===== src/rtl/neopixel_pkg.sv =====
//------------------------------------------------------------------------------
// neopixel_pkg : WS2812 timing constants, receiver state and GRB colour types
// Rev 1.0
//------------------------------------------------------------------------------
`default_nettype none
`timescale 1ns/1ps

package neopixel_pkg;

  localparam int unsigned T0H             = 18;
  localparam int unsigned T1H             = 35;
  localparam int unsigned T_BIT           = 62;
  localparam int unsigned T_LATCH_DEFAULT = 2500;
  localparam int unsigned BITS_PER_PIXEL  = 24;
  localparam int unsigned PULSE_CNT_W     = 12;

  typedef enum logic [1:0] {
    RX_SYNC = 2'd0,
    RX_LOW  = 2'd1,
    RX_HIGH = 2'd2
  } rx_state_e;

  typedef struct packed {
    logic [7:0] green;
    logic [7:0] red;
    logic [7:0] blue;
  } grb_t;

endpackage

`default_nettype wire


===== src/rtl/counter.sv =====
//------------------------------------------------------------------------------
// counter : up-counter with synchronous clear and count enable
// Rev 1.0
//------------------------------------------------------------------------------
`default_nettype none
`timescale 1ns/1ps

module counter #(
  parameter int unsigned WIDTH = 12
) (
  input  logic             clk,
  input  logic             rst_n,
  input  logic             i_clear,
  input  logic             i_en,
  output logic [WIDTH-1:0] o_count
);

  logic [WIDTH-1:0] r_count;

  always_ff @(posedge clk or negedge rst_n) begin
    if (!rst_n) begin
      r_count <= '0;
    end else if (i_clear) begin
      r_count <= '0;
    end else if (i_en) begin
      r_count <= r_count + 1'b1;
    end
  end

  assign o_count = r_count;

endmodule

`default_nettype wire


===== src/rtl/neo_pixel_receiver.sv =====
//------------------------------------------------------------------------------
// neo_pixel_receiver : WS2812 single-pixel decoder with downstream forwarding
// Rev 1.0
//------------------------------------------------------------------------------
`default_nettype none
`timescale 1ns/1ps

module neo_pixel_receiver
  import neopixel_pkg::*;
#(
  parameter int unsigned T_MIN_HIGH = 5,
  parameter int unsigned T_THRESH   = 26,
  parameter int unsigned T_MAX_HIGH = 50,
  parameter int unsigned T_LATCH    = 2500
) (
  input  logic       clock,
  input  logic       reset,
  input  logic       neo_in,
  output logic       neo_out,
  output logic [7:0] green,
  output logic [7:0] red,
  output logic [7:0] blue,
  output logic       color_valid,
  output logic       frame_error,
  output logic       busy
);

  localparam logic [12:0] c_min    = 13'(T_MIN_HIGH);
  localparam logic [12:0] c_thresh = 13'(T_THRESH);
  localparam logic [12:0] c_max    = 13'(T_MAX_HIGH);
  localparam logic [12:0] c_latch  = 13'(T_LATCH);
  localparam logic [4:0]  c_bits   = 5'(BITS_PER_PIXEL);

  logic                       r_sync1;
  logic                       r_line;
  logic                       r_neo_out;
  logic                       r_pass_en;
  logic                       r_color_valid;
  logic                       r_frame_error;
  logic [4:0]                 r_bit_cnt;
  logic [BITS_PER_PIXEL-1:0]  r_shift;
  grb_t                       r_color;
  rx_state_e                  r_state;
  rx_state_e                  w_state_nxt;

  logic [PULSE_CNT_W-1:0]     w_cnt;
  logic                       w_cnt_en;
  logic [12:0]                w_len;
  logic                       w_edge_next;
  logic                       w_rise_next;
  logic                       w_fall_next;
  logic                       w_latch;
  logic                       w_commit;
  logic                       w_bad_frame;
  logic                       w_clr_frame;
  logic                       w_bit_done;
  logic                       w_bit_val;

  always_ff @(posedge clock or negedge reset) begin
    if (!reset) begin
      r_sync1   <= 1'b0;
      r_line    <= 1'b0;
      r_neo_out <= 1'b0;
    end else begin
      r_sync1   <= neo_in;
      r_line    <= r_sync1;
      r_neo_out <= r_pass_en & r_line;
    end
  end

  // Edges are seen one cycle early (sync1 vs line), so the counter restarts
  // on the first cycle of each level and w_len includes the current cycle.
  assign w_edge_next = r_sync1 ^ r_line;
  assign w_rise_next = r_sync1 & ~r_line;
  assign w_fall_next = ~r_sync1 & r_line;
  assign w_cnt_en    = ~&w_cnt;
  assign w_len       = {1'b0, w_cnt} + 13'd1;
  assign w_latch     = ~r_line & (w_len == c_latch);

  counter #(
    .WIDTH (PULSE_CNT_W)
  ) u_pulse_cnt (
    .clk     (clock),
    .rst_n   (reset),
    .i_clear (w_edge_next),
    .i_en    (w_cnt_en),
    .o_count (w_cnt)
  );

  always_ff @(posedge clock or negedge reset) begin
    if (!reset) begin
      r_state <= RX_SYNC;
    end else begin
      r_state <= w_state_nxt;
    end
  end

  always_comb begin
    w_state_nxt = r_state;
    case (r_state)
      RX_SYNC: begin
        if (w_latch) begin
          w_state_nxt = w_rise_next ? RX_HIGH : RX_LOW;
        end
      end
      RX_LOW: begin
        if (w_rise_next) begin
          w_state_nxt = RX_HIGH;
        end
      end
      RX_HIGH: begin
        if (w_len == c_max) begin
          w_state_nxt = RX_SYNC;
        end else if (w_fall_next) begin
          w_state_nxt = RX_LOW;
        end
      end
      default: w_state_nxt = RX_SYNC;
    endcase
  end

  always_comb begin
    w_commit    = 1'b0;
    w_bad_frame = 1'b0;
    w_clr_frame = 1'b0;
    w_bit_done  = 1'b0;
    w_bit_val   = 1'b0;
    case (r_state)
      RX_SYNC: begin
        w_clr_frame = w_latch;
      end
      RX_LOW: begin
        if (w_latch) begin
          w_clr_frame = 1'b1;
          w_commit    = (r_bit_cnt == c_bits);
          w_bad_frame = (r_bit_cnt != c_bits) && (r_bit_cnt != 5'd0);
        end
      end
      RX_HIGH: begin
        if (w_len == c_max) begin
          w_bad_frame = 1'b1;
          w_clr_frame = 1'b1;
        end else if (w_fall_next && (w_len >= c_min)) begin
          w_bit_done = 1'b1;
          w_bit_val  = (w_len >= c_thresh);
        end
      end
      default: ;
    endcase
  end

  always_ff @(posedge clock or negedge reset) begin
    if (!reset) begin
      r_bit_cnt     <= 5'd0;
      r_shift       <= '0;
      r_pass_en     <= 1'b0;
      r_color       <= '0;
      r_color_valid <= 1'b0;
      r_frame_error <= 1'b0;
    end else begin
      r_color_valid <= w_commit;
      r_frame_error <= w_bad_frame;
      if (w_commit) begin
        r_color <= grb_t'(r_shift);
      end
      if (w_clr_frame) begin
        r_bit_cnt <= 5'd0;
        r_pass_en <= 1'b0;
      end else if (w_bit_done && (r_bit_cnt < c_bits)) begin
        r_shift   <= {r_shift[BITS_PER_PIXEL-2:0], w_bit_val};
        r_bit_cnt <= r_bit_cnt + 5'd1;
        // Forwarding opens as the last own bit ends, ahead of the next rise.
        if (r_bit_cnt == c_bits - 5'd1) begin
          r_pass_en <= 1'b1;
        end
      end
    end
  end

  assign neo_out     = r_neo_out;
  assign green       = r_color.green;
  assign red         = r_color.red;
  assign blue        = r_color.blue;
  assign color_valid = r_color_valid;
  assign frame_error = r_frame_error;
  assign busy        = (r_state == RX_HIGH) || (r_bit_cnt != 5'd0);

endmodule

`default_nettype wire

===== config.mk =====
export PLATFORM = sky130hd
export DESIGN_NAME = neo_pixel_receiver
export DESIGN_NICKNAME = d
export VERILOG_FILES = /design/src/rtl/neopixel_pkg.sv /design/src/rtl/counter.sv /design/src/rtl/neo_pixel_receiver.sv
export SDC_FILE = /design/constraint.sdc
export NUM_CORES = 1
export LEC_CHECK = 0
export ABC_AREA = 1
export BUFFER_PORTS_ARGS = -buffer_cell sky130_fd_sc_hd__buf_2
export CAP_MARGIN = 20
export CORE_MARGIN = 10
export CORE_UTILIZATION = 55
export CTS_CLUSTER_DIAMETER = 60
export DETAILED_ROUTE_END_ITERATION = 8
export PLACE_DENSITY = 0.7
export REMOVE_ABC_BUFFERS = 1
export SLEW_MARGIN = 0
export SYNTH_ARGS = -nofsm -noshare
export SYNTH_HDL_FRONTEND = slang
export SYNTH_HIERARCHICAL = 1
export SYNTH_SLANG_ARGS = --single-unit
export TNS_END_PERCENT = 1

===== constraint.sdc =====
create_clock -name clock -period 3.41 [get_ports clock]
set_clock_uncertainty 0.2 [all_clocks]
set_input_delay 0.1705 -clock clock [delete_from_list [all_inputs] [get_ports clock]]
set_output_delay 0.1705 -clock clock [all_outputs]
set_load 0.02 [all_outputs]

# Word-level counts from Yosys, hierarchy flattened
# Index checks and enable logic that the tools add are counted.
# word_totals
latchBits	0
regBits	73
ram_bits	0
mem_count	0
romBits	0
in_bits	3
# classes
reduce_logical	12
eq_ne	11
n_div	0
n_bitwise	8
order_cmp	3
n_mul	0
addsub	3
shift	0
n_mux	26
# op_table
cell	n
2-to-1 mux 12 bit	2
2-to-1 mux 1 bit	14
adder 12 x 1 -> 13 bit, second input constant	1
== test 13 x 12 -> 1 bit, second input constant	1
== test 13 x 6 -> 1 bit, second input constant	1
greater-or-equal comparator 13 x 3 -> 1 bit, second input constant	1
greater-or-equal comparator 13 x 5 -> 1 bit, second input constant	1
adder 12 x 1 -> 12 bit, second input constant	1
AND reduction 12 bit	1
== test 5 bit, second input constant	2
2-to-1 mux 2 bit	5
2-to-1 mux 5 bit	2
case mux 2 bit (3 select lines)	1
adder 5 x 1 -> 5 bit, second input constant	1
< comparator 5 bit, second input constant	1
!= test 5 bit, second input constant	1
nonzero test 5 bit	1
bitwise AND 1 bit	4
!= test 2 bit, second input constant	2
AND reduction 2 bit	2
nonzero test 2 bit	2
logical AND 1 bit	3
!= test 3 bit, second input constant	1
inverter 1 bit	3
other kinds (9)	9

# Longest topological paths before layout
# Gate-level depths: netlist (run 1).
# depth
ltp_word	9
mapped_depth	17
ltp_nobuf	16

# Hierarchy
# Netlist (run 1), hierarchy kept.
# modules_own_cells
mod	seq_area_each_um2	cells_per_inst	instances	area_each_um2
neo_pixel_receiver	1526.5	447	1	3410.8
counter	300.3	78	1	641.9

# Worst setup path after synthesis (run 1)
# OpenSTA, ideal clock, no wires.
# synth_path
kind	register to register
start	register u_pulse_cnt.r_count[0] (netlist: u_pulse_cnt/o_count[0])
end	register r_shift[8]
path_stages_with_launch	18
required_ns	3.093
synth_period_minus_slack_ns	2.355
setup_slack_ns	1.055
arrival_time_ns	2.039
path_cell_list	dfrtp_1 > ha_1 > nand2_1 > nor2_4 > nand2_1 > nand2_1 > nand2_1 > nor2_2 > nand3_1 > nand2_1 > inv_2 > nand2_4 > nand2_4 > nor2_8 > nand2_8 > buf_8 > nand2_1 > nand2_1
# synth_between
elab_chain_len	8
elab_cells_between_ends	15
cone_classes	add/sub (1); order compare (1); eq/ne (2); mux (6); bitwise (2); reduce/logical (3)
# synth_lines
item	line_no	source
start: declaration	counter.sv:18	logic [WIDTH-1:0] r_count;
start signal: assignment	counter.sv:26	r_count <= r_count + 1'b1;
adder 12 x 1 -> 13 bit *	neo_pixel_receiver.sv:77	assign w_len = {1'b0, w_cnt} + 13'd1;
greater-or-equal comparator 13 x 3 -> 1 bit	neo_pixel_receiver.sv:143	end else if (w_fall_next && (w_len >= c_min)) begin
logical AND 1 bit	neo_pixel_receiver.sv:143	
2-to-1 mux 1 bit	neo_pixel_receiver.sv:143	
2-to-1 mux 1 bit	neo_pixel_receiver.sv:140	if (w_len == c_max) begin
2-to-1 mux 1 bit	neo_pixel_receiver.sv:128	case (r_state)
logical AND 1 bit	neo_pixel_receiver.sv:169	end else if (w_bit_done && (r_bit_cnt < c_bits)) begin
AND reduction 2 bit (no line) *	--	
end signal: assignment	neo_pixel_receiver.sv:170	r_shift <= {r_shift[BITS_PER_PIXEL-2:0], w_bit_val};
end: declaration	neo_pixel_receiver.sv:41	logic [BITS_PER_PIXEL-1:0] r_shift;
# Every way passes the cells marked *; elsewhere a longest branch is shown, timed or not.
# A chain may end at the register's enable or synchronous reset.

# Final worst setup path (run 1)
# layout_path
start	register u_pulse_cnt.r_count[0] (netlist: u_pulse_cnt/o_count[0])
end	register r_bit_cnt[2]
# layout_between
elab_chain_len	8
elab_cells_between_ends	15
cone_classes	add/sub (1); order compare (1); eq/ne (2); mux (7); bitwise (1); reduce/logical (3)
# layout_lines
item	line_no	source
adder 12 x 1 -> 13 bit *	neo_pixel_receiver.sv:77	
greater-or-equal comparator 13 x 3 -> 1 bit	neo_pixel_receiver.sv:143	
logical AND 1 bit	neo_pixel_receiver.sv:143	
2-to-1 mux 1 bit	neo_pixel_receiver.sv:143	
2-to-1 mux 1 bit	neo_pixel_receiver.sv:140	
2-to-1 mux 1 bit	neo_pixel_receiver.sv:128	
logical AND 1 bit	neo_pixel_receiver.sv:169	
nonzero test 2 bit (no line)	--	
end signal: assignment	neo_pixel_receiver.sv:171	r_bit_cnt <= r_bit_cnt + 5'd1;
end: declaration	neo_pixel_receiver.sv:40	logic [4:0] r_bit_cnt;
# Marks and branches as above.

==> impl_metrics.ini, run 1 <==
[cts]
cts_made_buffers = 9
path_clk_slew_ps = 80
cts_buffer_depth = 2
cts_tree = done
postCtsSetupRepairBufs = 0
ctsHoldBuffers = 2
cts_sinks = 73
clock_latency_ps = 350
ctsHtreeMaxLevel = 3
ctsResizeCount = 0
clockRootBuffer = clkbuf_8

[synth]
yosysTopAreaCellShare = 0.451
seq_area_frac_synth = 0.451
yosys_register_bits = 73
synthMostInstantiatedCell = nand2_1
yosysUniqueCellTypes = 35
syn_avg_cell_area_um2 = 7.72
synthTopCellsByCount = nand2_1 (201), dfrtp_1 (73), nand3_1 (57)
synth.cell_area_um2 = 4050
synth_cells = 525
synth-edff-count = 0
ys.warnings.count = 6
ys.flop_type = dfrtp_1
synth_largest_area_cell = dfrtp_1
async_flop_share = 1.00
synth.area.top_cells = dfrtp_1 (45%), nand2_1 (19%), nand3_1 (7.0%)

[sta]
fin_crit_sh = 0.844
tns_ps = 0
finalSetupViolations = 0
slew_violations = 0
slew_headroom = 0.395
tightest_slew_ps = 908
fin_ws_ps = 532
max_freq_mhz = 347
hold_viol = 0
post-route-min-period_ps = 2880
grt_setup_unrepaired = no

[worst_setup_path]
cp_data_arrival_time_ps = 2930
r2r_start = u_pulse_cnt/o_count[0]
crit_path_max_fanout = 27
r2r-end = r_bit_cnt[2]
crit_required_ps = 3470
r2r_slack_ps = 530
start_kind = flop
r2r_cells = 15
worstSetupPathType = reg -> reg
cp-end-kind = flop

[die]
die_area_um2 = 11200
die_y_um = 106
coreArea_um2 = 7210
die_x_um = 106
ios = 31
start_util = 0.562
num_rows = 31

[routing]
viasPerCell = 5.06
wl_met3_um = 405
firstDrtPassIters = 4
vias = 3354
drtIter0Drc = 183
wl_met1_um = 3870
top_layer = met4
ant_nets = 0
routedWlPerCell_um = 12.4
met2WireLength_um = 3830
drc_errors = 0
wirelength_um = 8210

[layout]
fin_nets = 575
drive_gt1_frac = 0.158
antenna_cells = 0
areaGrowthSynthToFinish_pct = 10.3
post-route-util = 0.620

[placement]
gp_congestion = 0.847
dp_slack_ps = 621
io_buffers = 30
hpwl_um = 5770

[pwr]
peakVddDrop_mv = 0.220
p_clk_frac = 0.410
p_leak_nw = 2.48
seqPwrFrac = 0.528
combPwrFrac = 0.061
power_density_nw_per_um2 = 376
swShare = 0.256
switchingPower_w = 0.000430
p_int_w = 0.00125

[status]
outcome = finished, final reports clean

[worst_hold_path]
min_path_cells = 0
hold_class = reg -> reg
whs_endpoint = r_line
min_from = r_sync1

[grt]
grt_pass1_vias = 3207
grt_usage = 0.153
grt_overflow = 0
grt_pass1_wl_um = 14500
antenna_found_initial = 0
grt_max_degree = 74

[flow_run]
maxCapViolCount = 0
## worst max-delay path, cell delays in order (launching register included)
cell and delay (ps):
dfrtp_1 560, ha_1 250, nand2_1 130, nor2_4 160
nand2_1 60, nand2_1 50, nand2_1 120, nor2_2 150
nand3_1 70, nand2_1 70, inv_2 40, nand2_4 80
nand2_4 60, nor2_8 340, nand2_8 200, o21ai_0 210
## layout make-up
cell class / count / area, µm²
sequential: 73 / 1830
tap: 99 / 124
fill: 675 / 2740
timing repair buffer: 33 / 180
multi-input combinational: 388 / 1930
clock buffer: 9 / 124
inverter: 54 / 206
clock inverter: 7 / 77.6
## routing by layer
metal  global-route usage  vias up
met5                    0        -
met4               0.0522        0
li1                     -     1721
met1                0.199     1562
met3               0.0384       10
met2                0.244       61
## state kept, by name, indices dropped and copies added, names as in the netlist
register,count
neo_out,1
u_pulse_cnt/o_count,12
green,8
r_shift,24
r_pass_en,1
red,8
r_bit_cnt,5
blue,8
frame_error,1
r_line,1
color_valid,1
r_state,2
r_sync1,1
## per-stage QoR
| stage | hold slack [ps] | cells | power [W] | instance area [µm²] |
|---|---|---|---|---|
| after floorplan | -325 | 515 | 0.000971 | 3970 |
| after global placement | 78.7 | 645 | 0.00101 | 4250 |
| after detailed placement | 80.4 | 645 | 0.00101 | 4250 |
| after CTS | 220 | 663 | 0.00170 | 4470 |
| after global routing | 238 | 663 | 0.00175 | 4470 |
| final | 215 | 663 | 0.00168 | 4470 |
## layout by cell type, fill, tap and decap left out, types with 9 or more instances in the layout
cell type	netlist	routed
nand2_1	201	201
dfrtp_1	73	73
nand3_1	57	57
inv_1	45	45
nor2_1	38	38
buf_2	4	29
ha_1	13	13
nand4_1	12	12
nor2_2	10	10
a21oi_1	10	10
clkbuf_8	0	9
## power by group through the flow
stage	sequential (W)	clock [W]	combinational, W
2_1_floorplan	0.000901	0	0.0000694
3_3_place_gp	0.000904	0	0.000102
3_5_place_dp	0.000904	0	0.000103
4_1_cts	0.000887	0.000706	0.000105
5_1_grt	0.000889	0.000746	0.000120
6_report	0.000887	0.000689	0.000103
## cells by family after synthesis
group,share of synthesized area
and+or+nand+nor,0.397
DFF,0.451
buffers and inverters,0.0726
AOI/OAI and AO/OA,0.0333
adders and majority gates,0.0401
xor gates and xnor gates,0.00648
## how the worst max path moves through the flow
stage,start,to
after global routing,u_pulse_cnt/o_count[0],r_bit_cnt[2]
after global placement,u_pulse_cnt/o_count[0],r_bit_cnt[2]
after CTS,u_pulse_cnt/o_count[0],r_bit_cnt[2]
final,u_pulse_cnt/o_count[0],r_bit_cnt[2]
after floorplan,u_pulse_cnt/o_count[0],blue[0]
after detailed placement,u_pulse_cnt/o_count[0],r_shift[10]
(Power assumes the default switching activity.)
==> run 2, diff against run 1 <==
Settings changed: ABC_AREA 1 to 0, CORE_UTILIZATION 55 to 54, PLACE_DENSITY 0.7 to 0.72.
Clock period 3.41 ns to 2.3 ns, I/O delays scaled along.
==> run 2 against run 1 <==
Effect of this change:
- the flow now finishes with violations (negative setup slack)
- fmax grew 0.57%
- area after synthesis down 3.7%
- final cell count down 22%
- combinational power increased to 2.7 times the previous value
- clock power is 29% higher
- power grew 48%
- global-route usage rose by 0.15 points
- cell area grew 13%
- register-to-register slack worse by 1100 ps
- sequential cell count did not move
- synthesized cell count shrank 41%
- via count fell by 17%
- largest cell class unchanged
- largest power group unchanged
==> impl_metrics.ini, run 2 <==
[pwr]
switchingPower_w = 0.000662
power_density_nw_per_um2 = 490
peakVddDrop_mv = 0.320
combPwrFrac = 0.114
p_leak_nw = 2.41
seqPwrFrac = 0.527
swShare = 0.267
p_clk_frac = 0.360
p_int_w = 0.00182
p_total_w = 0.00248

[layout]
areaGrowthSynthToFinish_pct = 29.6
multi_input_area_um2 = 2080
largest_register = r_shift
final_cells = 514
drive_gt1_frac = 0.483
ff_latch_area_um2 = 1830
layout_commonest_cell = dfrtp_1
antenna_cells = 0
nFillCells = 462
largest_register_ffs = 24
fin_nets = 429
most-common-layout-cells = dfrtp_1 (72), buf_4 (57), mux2_4 (40), buf_2 (29), nor2_1 (21)

[synth]
yosysUniqueCellTypes = 58
synthMostInstantiatedCell = dfrtp_1
ys.flop_type = dfrtp_1
ys.warnings.count = 6
synth-edff-count = 0
synth_cells = 311
synth_largest_area_cell = dfrtp_1
synth.cell_area_um2 = 3900
syn_avg_cell_area_um2 = 12.6
yosysTopAreaCellShare = 0.468
async_flop_share = 1.00
synth.area.top_cells = dfrtp_1 (47%), mux2_4 (15%), ha_1 (4.2%)
seq_area_frac_synth = 0.468
synthTopCellsByCount = dfrtp_1 (73), mux2_4 (39), nor2_1 (22)
yosys_register_bits = 73

[die]
die_area_um2 = 11000
num_rows = 30
die_x_um = 105
die_y_um = 105
coreArea_um2 = 6910
start_util = 0.565
ios = 31

[sta]
slew_violations = 0
max_freq_mhz = 349
finalSetupViolations = 58
fin_crit_sh = 1.24
grt_setup_unrepaired = yes
post-route-min-period_ps = 2860
tightest_slew_ps = 892
fin_ws_ps = -562
hold_viol = 0
slew_headroom = 0.406

[placement]
dp_slack_ps = -666
gp_congestion = 0.865
io_buffers = 30
hpwl_um = 5320
dp_cells = 477

[worst_hold_path]
hold_class = in -> reg

[worst_setup_path]
worstSetupPathType = reg -> reg
cp_data_arrival_time_ps = 2910
crit_path_max_fanout = 6
start_kind = flop
cp-end-kind = flop
crit_required_ps = 2340

[cts]
cts_tree = done
cts_sinks = 73
ctsHtreeMaxLevel = 3
clock_latency_ps = 360
path_clk_slew_ps = 80
cts_made_buffers = 9
cts_buffer_depth = 2
clockRootBuffer = clkbuf_8

[routing]
firstDrtPassIters = 4
routedWlPerCell_um = 17.5
drtIter0Drc = 120
ant_nets = 0
drc_errors = 0
wirelength_um = 8970
viasPerCell = 5.39
vias = 2772

[status]
violations = negative setup slack
outcome = finished, violations left

[grt]
grt_pass1_wl_um = 14000
grt_overflow = 0
grt_max_degree = 74
antenna_found_initial = 0
grt_pass1_vias = 2824
grt_usage = 0.155

[flow_run]
maxCapViolCount = 0
-- run 2: cell count changes after synthesis, moves of 9 or more --
cell	before	now
nor2_2	10	0
nor2_1	38	22
nand2_1	201	6
nand3_1	57	15
inv_1	45	17
mux2_4	0	39
xnor2_1	2	12
mux2_2	0	9
-- run 2: final cells by class --
| class | count | share of cell area |
|---|---|---|
| Multi-Input combinational cell | 212 | 0.411 |
| Tap cell | 96 | 0.0238 |
| Clock buffer | 10 | 0.0252 |
| Clock inverter | 6 | 0.00866 |
| Sequential cell | 73 | 0.361 |
| Inverter | 17 | 0.0131 |
| Timing Repair Buffer | 100 | 0.157 |
-- run 2: per-stage QoR --
step	cell area [µm²]	hold WS, ps	util	setup TNS (ps)
6_report	5060	202	0.732	-30050
5_1_grt	5060	192	0.732	-35550
4_1_cts	4890	185	0.708	-26920
3_5_place_dp	4460	25.8	0.646	-33500
3_3_place_gp	4460	24.3	0.646	-30800
2_1_floorplan	3790	-381	-	-56780
-- run 2: final timing paths --
check                                       start                     end  slack [ps]  cells after the start
max reg2reg                u_pulse_cnt/o_count[0]                green[4]        -560                     11
max                        u_pulse_cnt/o_count[0]                green[4]        -560                     11
max in group asynchronous                   reset  u_pulse_cnt/o_count[7]        1030                      2
min                                        neo_in                 r_sync1         200                      2
min in group asynchronous                   reset                  red[7]         220                      2
min reg2reg                               r_sync1                  r_line         210                      0
-- run 2: worst max-delay path: stages (launching register included) --
cell and delay [ps]:
dfrtp_1 420, ha_4 200, buf_4 140, xnor2_1 140, nor3_2 250, o2111ai_2 170, nor4b_4 280, nand2_2 120
nor3_4 220, buf_6 160, clkbuf_16 150, mux2_4 290
-- run 2: cells by family after synthesis --
kind of cell               share of synthesized area
and+or+nand+nor                                0.130
DFF                                            0.468
muxes                                          0.184
AOI/OAI and AO/OA                             0.0859
buffers and inverters                         0.0458
xor gates and xnor gates                      0.0426
adders and majority gates                     0.0442
-- run 2: power groups by stage --
stage / sequential [W] / combinational [W] / clock [W]
finish: 0.00130 / 0.000282 / 0.000891
global route: 0.00131 / 0.000307 / 0.000985
CTS: 0.00130 / 0.000235 / 0.000919
detailed placement: 0.00133 / 0.000218 / 0
global placement: 0.00133 / 0.000210 / 0
floorplan: 0.00134 / 0.0000830 / 0
-- run 2: routing by layer --
layer,vias to the layer above,routed length (µm),GRT usage,part of all wire
met5,-,0,0,0
met2,57,4610,0.254,0.51
li1,1312,-,-,-
met4,0,147,0.0559,0.016
met3,15,404,0.0504,0.045
met1,1388,3820,0.186,0.43
-- run 2: repair_timing --
| item | CTS | global route |
|---|---|---|
| hold endpoints to repair | 74 | 0 |
| setup endpoints to repair | 61 | 63 |
| pin swaps | 12 | 23 |
| resized for setup | 21 | 23 |
| buffers inserted | 7 | 7 |
| hold buffers | 2 | 0 |
| cloned | 4 | 2 |
